[src/rtl/tl45_decode_fifo.sv]
// Decoupled decode stage: a raw-instruction FIFO feeding a registered decode output
// over valid/ready, with legality checking and a trap that records the faulting PC.
module tl45_decode_fifo #(
    parameter int          DEPTH      = 4,
    parameter logic [31:0] LEGAL_MASK = 32'h003F_FFE7,
    parameter bit          ERR_STICKY = 1'b1
) (
    input  logic                     i_clk,
    input  logic                     i_reset,
    input  logic                     i_flush,
    input  logic                     i_valid,
    output logic                     o_ready,
    input  logic [31:0]              i_pc,
    input  logic [31:0]              i_inst,
    output logic                     o_valid,
    input  logic                     i_ready,
    output logic [31:0]              o_pc,
    output logic [4:0]               o_opcode,
    output logic                     o_ri,
    output logic [3:0]               o_dr,
    output logic [3:0]               o_sr1,
    output logic [3:0]               o_sr2,
    output logic [31:0]              o_imm,
    output logic                     o_decode_err,
    output logic [31:0]              o_err_pc,
    output logic [$clog2(DEPTH):0]   o_count
);
    localparam int AW = $clog2(DEPTH);
    localparam int CW = AW + 1;
    localparam logic [CW-1:0] FULL_COUNT = CW'(DEPTH);

    logic [63:0]   mem [DEPTH];
    logic [AW:0]   wr_ptr_reg, rd_ptr_reg;
    logic [CW-1:0] count;
    logic          full, empty, blocked, wr_en;
    logic          pop_illegal, load, pop;

    logic          valid_reg, err_reg, ri_reg;
    logic [31:0]   pc_reg, imm_reg, err_pc_reg;
    logic [4:0]    opcode_reg;
    logic [3:0]    dr_reg, sr1_reg, sr2_reg;

    // Head-of-queue fields
    logic [31:0]   head_pc, head_inst;
    logic [4:0]    h_op;
    logic          h_ri, h_lh, h_zs;
    logic [2:0]    h_mode;
    logic [3:0]    h_dr, h_sr1;
    logic [15:0]   h_imm16;
    logic          fields_ok, legal;
    logic [3:0]    dec_dr, dec_sr2;
    logic [31:0]   dec_imm;

    assign count   = wr_ptr_reg - rd_ptr_reg;
    assign full    = (count == FULL_COUNT);
    assign empty   = (wr_ptr_reg == rd_ptr_reg);
    assign blocked = ERR_STICKY && err_reg;
    assign o_ready = !full && !blocked;
    assign wr_en   = i_valid && o_ready && !i_flush;

    assign {head_pc, head_inst} = mem[rd_ptr_reg[AW-1:0]];
    assign h_op    = head_inst[31:27];
    assign h_ri    = head_inst[26];
    assign h_lh    = head_inst[25];
    assign h_zs    = head_inst[24];
    assign h_mode  = head_inst[26:24];
    assign h_dr    = head_inst[23:20];
    assign h_sr1   = head_inst[19:16];
    assign h_imm16 = head_inst[15:0];

    always_comb begin
        fields_ok = 1'b1;
        case (h_op)
            5'h00: fields_ok = (head_inst == 32'd0);
            5'h01, 5'h02, 5'h06, 5'h07, 5'h08:
                fields_ok = h_ri || (h_mode == 3'b000 && head_inst[11:0] == 12'd0);
            5'h09: fields_ok = (h_mode == 3'b000) && (head_inst[11:0] == 12'd0);
            5'h05, 5'h0A, 5'h0B:
                fields_ok = h_ri ? (h_imm16 < 16'd32) : (h_mode == 3'b000);
            5'h0C: fields_ok = (h_mode == 3'b101);
            5'h0D: fields_ok = (h_mode == 3'b000);
            5'h0E: fields_ok = (h_mode == 3'b000) && (h_dr == 4'hF) && (h_sr1 == 4'h0)
                               && (h_imm16 == 16'd0);
            5'h10: fields_ok = (h_mode == 3'b000) && (h_sr1 == 4'h0);
            5'h11: fields_ok = (h_mode == 3'b000) && (h_dr == 4'h0);
            5'h0F, 5'h12, 5'h13, 5'h14, 5'h15:
                fields_ok = (h_mode == 3'b001);
            default: fields_ok = 1'b1;
        endcase
        legal = LEGAL_MASK[h_op] && fields_ok;
    end

    // Stores carry their data register on sr2 so the write port field stays free
    always_comb begin
        dec_dr  = h_dr;
        dec_sr2 = h_ri ? 4'h0 : head_inst[15:12];
        case (h_op)
            5'h0D, 5'h0E: dec_sr2 = 4'hF;
            5'h13, 5'h15: begin
                dec_sr2 = h_dr;
                dec_dr  = 4'h0;
            end
            default: ;
        endcase
        if (h_lh)
            dec_imm = {h_imm16, 16'd0};
        else if (h_zs)
            dec_imm = {{16{h_imm16[15]}}, h_imm16};
        else
            dec_imm = {16'd0, h_imm16};
    end

    assign pop_illegal = !empty && !blocked && !legal;
    assign load        = !empty && !blocked && legal && (!valid_reg || i_ready);
    assign pop         = pop_illegal || load;

    always_ff @(posedge i_clk) begin
        if (wr_en)
            mem[wr_ptr_reg[AW-1:0]] <= {i_pc, i_inst};
    end

    always_ff @(posedge i_clk) begin
        if (i_reset || i_flush) begin
            wr_ptr_reg <= '0;
            rd_ptr_reg <= '0;
            valid_reg  <= 1'b0;
            pc_reg     <= '0;
            opcode_reg <= '0;
            ri_reg     <= 1'b0;
            dr_reg     <= '0;
            sr1_reg    <= '0;
            sr2_reg    <= '0;
            imm_reg    <= '0;
            err_reg    <= 1'b0;
            if (i_reset)
                err_pc_reg <= '0;
        end else begin
            if (wr_en)
                wr_ptr_reg <= wr_ptr_reg + 1'b1;
            if (pop)
                rd_ptr_reg <= rd_ptr_reg + 1'b1;
            if (load) begin
                valid_reg  <= 1'b1;
                pc_reg     <= head_pc;
                opcode_reg <= h_op;
                ri_reg     <= h_ri;
                dr_reg     <= dec_dr;
                sr1_reg    <= h_sr1;
                sr2_reg    <= dec_sr2;
                imm_reg    <= dec_imm;
            end else if (valid_reg && i_ready) begin
                valid_reg  <= 1'b0;
            end
            if (pop_illegal) begin
                err_reg <= 1'b1;
                if (!err_reg)
                    err_pc_reg <= head_pc;
            end
        end
    end

    assign o_valid      = valid_reg;
    assign o_pc         = pc_reg;
    assign o_opcode     = opcode_reg;
    assign o_ri         = ri_reg;
    assign o_dr         = dr_reg;
    assign o_sr1        = sr1_reg;
    assign o_sr2        = sr2_reg;
    assign o_imm        = imm_reg;
    assign o_decode_err = err_reg;
    assign o_err_pc     = err_pc_reg;
    assign o_count      = count;
endmodule

[config.mk]
export PLATFORM = sky130hd
export DESIGN_NAME = tl45_decode_fifo
export DESIGN_NICKNAME = d
export VERILOG_FILES = /design/src/rtl/tl45_decode_fifo.sv
export SDC_FILE = /design/constraint.sdc
export NUM_CORES = 1
export LEC_CHECK = 0
export CORE_MARGIN = 2
export CORE_UTILIZATION = 55
export DETAILED_ROUTE_END_ITERATION = 16
export PLACE_DENSITY = 0.86
export SYNTH_ARGS = -nofsm -noshare
export SYNTH_HDL_FRONTEND = slang
export SYNTH_SLANG_ARGS = --single-unit
[constraint.sdc]
create_clock -name i_clk -period 6.05 [get_ports i_clk]
set_clock_uncertainty 0.1 [all_clocks]
set_input_delay 1.815 -clock i_clk [delete_from_list [all_inputs] [get_ports i_clk]]
set_output_delay 1.815 -clock i_clk [all_outputs]
set_load 0.02 [all_outputs]
# Word level (Yosys, flattened, before mapping)
# Memory sizes are Yosys's and may differ from the RTL's. A register that Yosys moved wholly into a read port is not among the register bits.
# Cells that the tools add are included.
# op_classes
add_sub_neg,3
magnitude_cmp,2
n_eq_ne,26
muxes,18
n_reduce_logical,40
# op_table
operator,count
two-way mux 32 bit,6
equality test 5 x 4 -> 1 bit (second input constant),8
logical NOT 32 bit,1
equality test 5 bit (second input constant),6
logical NOT 16 bit,1
< comparator 16 x 6 -> 1 bit (second input constant),1
equality test 5 x 3 -> 1 bit (second input constant),3
logical AND 1 bit,15
logical NOT 12 bit,1
case mux 1 bit (10 select lines),1
OR reduction 5 bit,2
logical NOT 4 bit,2
two-way mux 4 bit,2
case mux 4 bit (2 select lines),1
adder 3 x 1 -> 3 bit (second input constant),2
equality test 3 bit (second input constant),2
logical NOT 1 bit,6
< comparator 5 x 6 -> 1 bit (second input constant),1
two-way mux 1 bit,6
equality test 5 x 1 -> 1 bit (second input constant),1
equality test 5 x 2 -> 1 bit (second input constant),1
logical NOT 5 bit,1
equality test 4 bit (second input constant),1
logical OR 1 bit,4
11 further kinds,14
# totals
reg_bits,122
ramBits,256
rom_bits,32
in_bits,69
output_inout_bits,120
word_cells,103
n_memories,2
# memory_table
memory,depth,word_bits,read_ports,rd_ports_with_merged_regs,write_ports,line_no,rtl
mem,4,64,1,1,1,32,logic [63:0] mem [DEPTH];
(no name shown),32,1,1,0,0,90,legal = LEGAL_MASK[h_op] && fields_ok;

# Longest topological paths before layout
# logic_depth
word_depth,11
ltp_mapped,12
ltp_nobuf,10

# Worst setup path before layout
# No wires, ideal clock.
# synth_timing
path_kind,flip-flop to flip-flop
startpoint,register (tool-made name)
endpoint,"register err_pc_reg[0], in the netlist o_err_pc[0], enable pin"
arrival_ns,4.349
required_time_ns,5.480
setup_slack_ns,1.131
stages_incl_launch_ff,8
n_path_buf,1
synth_period_minus_slack_ns,4.919
path_cell_list,dfxtp_1 > buf_4 > mux4_2 > nand3_1 > a2bb2o_1 > a31oi_1 > o41ai_4 > o31ai_1
# synth_lines
element,line_no,rtl
to (signal assigned),157,err_pc_reg <= head_pc;
to (decl),39,"logic [31:0] pc_reg, imm_reg, err_pc_reg;"

# Final worst setup path
# layout_timing
startpoint,register wr_ptr_reg[0]
endpoint,output o_ready
# layout_between
elab_chain_cells,4
# layout_lines
element,line_no,rtl
from (decl),33,"logic [AW:0] wr_ptr_reg, rd_ptr_reg;"
from (signal assigned),139,wr_ptr_reg <= wr_ptr_reg + 1'b1;
subtractor 3 bit,54,assign count = wr_ptr_reg - rd_ptr_reg;
equality test 3 bit,55,assign full = (count == FULL_COUNT);
logical NOT 1 bit,58,assign o_ready = !full && !blocked;
logical AND 1 bit,58,
to (decl),12,"output logic o_ready,"
# No other way between the ends.

==> metrics.txt <==
outcome=completed; category of the most critical setup path=flop to output pin; post-cts hold buffer count=0; die footprint=28400 um2; clock tree from TritonCTS=yes; total of endpoints with negative setup slack in the final report=0; area added between synthesis and finish=22.6%; Yosys warnings=0; post-route ant nets=0; Slew HR=31.8%; vias per inst=5.62; wire length of the first global-routing pass=47.5 mm; Post-Synthesis Cells=938; Worst Tran Pin Value=1020 ps; total power of the final layout=6130 uW; final count of hold timing violations=0; highest clock rate=214 MHz; chip width=168 um; required time of the critical path=4140 ps; largest net degree at the start of global routing=122; number of nets in the layout=1199; FILL cells=1795; antenna violations before repair=2; number of synthesized flops with an enable pin=288; worst min path class=flop to flop; highest ir drop seen on vdd=0.000239 V; Mapped Avg Cell Area=15.9 um2; buffer and inverter count on the worst path=2; fraction of layout cells with a size suffix above 1=11.9%; gr ovfl total=0; die boundary height=168 um; count of state elements after synthesis=380; top_reg_cell synth=sky130_fd_sc_hd__edfxtp_1; number of distinct library cell variants in the gate-level netlist after synthesis=52; share of synthesized registers carrying an async set or reset=0%; crit path launch type=flop; share of the clock period used by the worst path=77.3%; buffers from clock root to sink, at most=3; Initial Utilization=55.6%; CTS H-Tree Depth=2; RePlAce Congestion=0.826; post-route DRC violation count=0; number of flip-flops in the largest register=256; power density normalized to cell area=336 nW/um2; DP HPWL=18.8 mm; cell with the largest stage delay on the worst path=sky130_fd_sc_hd__clkdlybuf4s50_1; cell row count=60; leakage power total=0.00674 uW; Avg WL per Cell=20.5 um; chain of cells forming the critical path=inv_1, ha_1, fa_1, xor3_1, a31oi_1, clkdlybuf4s50_1; first-pass iteration count of the detailed router=5; routed vias=8409; portion of the post-synthesis area used by sequential elements=70.5%; Max-cap violations=0; min cycle time layout=4680 ps; post-CTS setup buffers=0; Worst Path Arrival=2760 ps; number of max-slew violations in the final report=0; Largest stage delay, worst path=650 ps; area inside the core boundary=26700 um2; # IOs=189; clock transition at the registers of the reported paths=60 ps; Clock Tree Root=sky130_fd_sc_hd__clkbuf_16; RSZ-0062 raised after global routing=no; post-synth design cell area=14900 um2; worst-path maximum fanout=4; wirelength, routed=30.6 mm; number of port buffers=188; post-cts sizing count=0; capturing element type of the critical path=output pin; number of design-rule violations left by the first detailed-router iteration=639; clock net sink count=380; clock latency of the later-clocked register in the worst-skew pair=520 ps; post-route setup TNS=0 ps; overall track demand over capacity in global routing=21.8%; vias in the first global route=8506; category of cells accounting for the largest share of critical-path delay=buffers and inverters; number of buffers added by the clock tree synthesis step=38; hold slack=355 ps; number of nets in the synthesized netlist=1015
## kinds of logic (layout without fill, tap and decap cells)
kind of cell	after synthesis	count (layout)	share of synthesized area, %
AO/OA/AOI/OAI	34	34	1.80
XOR/XNOR	7	7	0.513
adder cells (fa/ha/maj)	8	8	0.724
buffers and inverters	91	305	2.93
flip-flops	380	380	70.5
multiplexers	153	153	15.7
other	0	2	0
AND/OR/NAND/NOR	265	265	7.81
## power by group
group          switching, uW  internal [uW]
combinational            468            398
sequential              66.2           2930
clock                    940           1330
## path summary, 6_finish.rpt
kind,start,to,slack (ps),depth (start not counted)
setup / recovery,wr_ptr_reg[0],o_ready,1370,6
hold / removal,o_imm[21],o_imm[21],360,2
setup reg to reg,flop,o_pc[22],1480,9
hold reg to reg,o_imm[21],o_imm[21],360,2
## layer usage
metal / vias to the layer above / track usage [%] / wire (um)
li1: 3860 / - / -
met1: 4188 / 29.4 / 12800
met3: 67 / 4.72 / 2070
met2: 294 / 35.5 / 14800
met4: 0 / 8.02 / 999
met5: - / 0 / 0
## worst reg2reg max path, cell delays in order, from the launching register on
cell and delay [ps]:
sky130_fd_sc_hd__dfxtp_4 780, sky130_fd_sc_hd__buf_12 360, sky130_fd_sc_hd__mux4_2 690, sky130_fd_sc_hd__nor3_1 110
sky130_fd_sc_hd__a41oi_1 240, sky130_fd_sc_hd__o32a_1 250, sky130_fd_sc_hd__o41ai_4 140, sky130_fd_sc_hd__o211ai_1 770
sky130_fd_sc_hd__buf_4 720, sky130_fd_sc_hd__mux2i_1 330
## stage by stage
step	area, um2	utilization [%]	setup WS [ps]	std cells
after global placement	17000	63.7	1630	1423
after detailed placement	17000	63.7	1490	1423
after global routing	18200	68.2	1100	1495
after CTS	18200	68.2	1350	1493
after floorplan	14900	-	1130	938
final	18200	68.2	1370	1495
## cells in the mapped netlist (all sizes together), types with 2 or more instances
| master | count | area, um2 |
|---|---|---|
| buf | 23 | 180 |
| nor4 | 4 | 25.0 |
| nand2 | 193 | 724 |
| dfxtp | 92 | 1840 |
| clkbuf | 28 | 105 |
| or3 | 2 | 12.5 |
| and3b | 3 | 26.3 |
| o21ai | 3 | 15.0 |
| nor2 | 13 | 48.8 |
| ha | 7 | 87.6 |
| inv | 40 | 150 |
| and2 | 6 | 37.5 |
| o32a | 2 | 20.0 |
| a21oi | 6 | 30.0 |
| o31ai | 2 | 15.0 |
| nand3 | 11 | 55.1 |
| edfxtp | 288 | 8650 |
| mux2i | 88 | 881 |
| a31oi | 4 | 25.0 |
| nand2b | 3 | 18.8 |
| o211ai | 7 | 52.6 |
| nand3b | 15 | 113 |
| xnor2 | 4 | 35.0 |
| xor2 | 2 | 17.5 |
| nor2b | 4 | 25.0 |
| nor3 | 3 | 15.0 |
| mux4 | 64 | 1440 |
## placed cells by master, fill, tap and decap left out, drive strengths merged, types with 6 or more instances in the layout
cell           synthesis  layout
buf                   23       7
clkinv                 0      11
mux4                  64      64
and2                   6       6
nand2                193     193
clkdlybuf4s50          0     188
nand3b                15      15
ha                     7       7
mux2i                 88      88
o211ai                 7       7
inv                   40      40
dfxtp                 92      92
clkbuf                28      57
a21oi                  6       6
nand3                 11      11
nor2                  13      13
edfxtp               288     288
## final cells by class
type	instances	area [um2]	share of cell area (%)
sequential	380	10500	57.6
tap	341	427	2.34
clock inverter	13	88.8	0.487
inverter	40	150	0.824
clock buffer	57	1130	6.18
antenna	2	5.00	0.0275
multi-input combinational	467	3980	21.8
timing repair buffer	195	1960	10.7
Power figures use the tool's default switching activity.
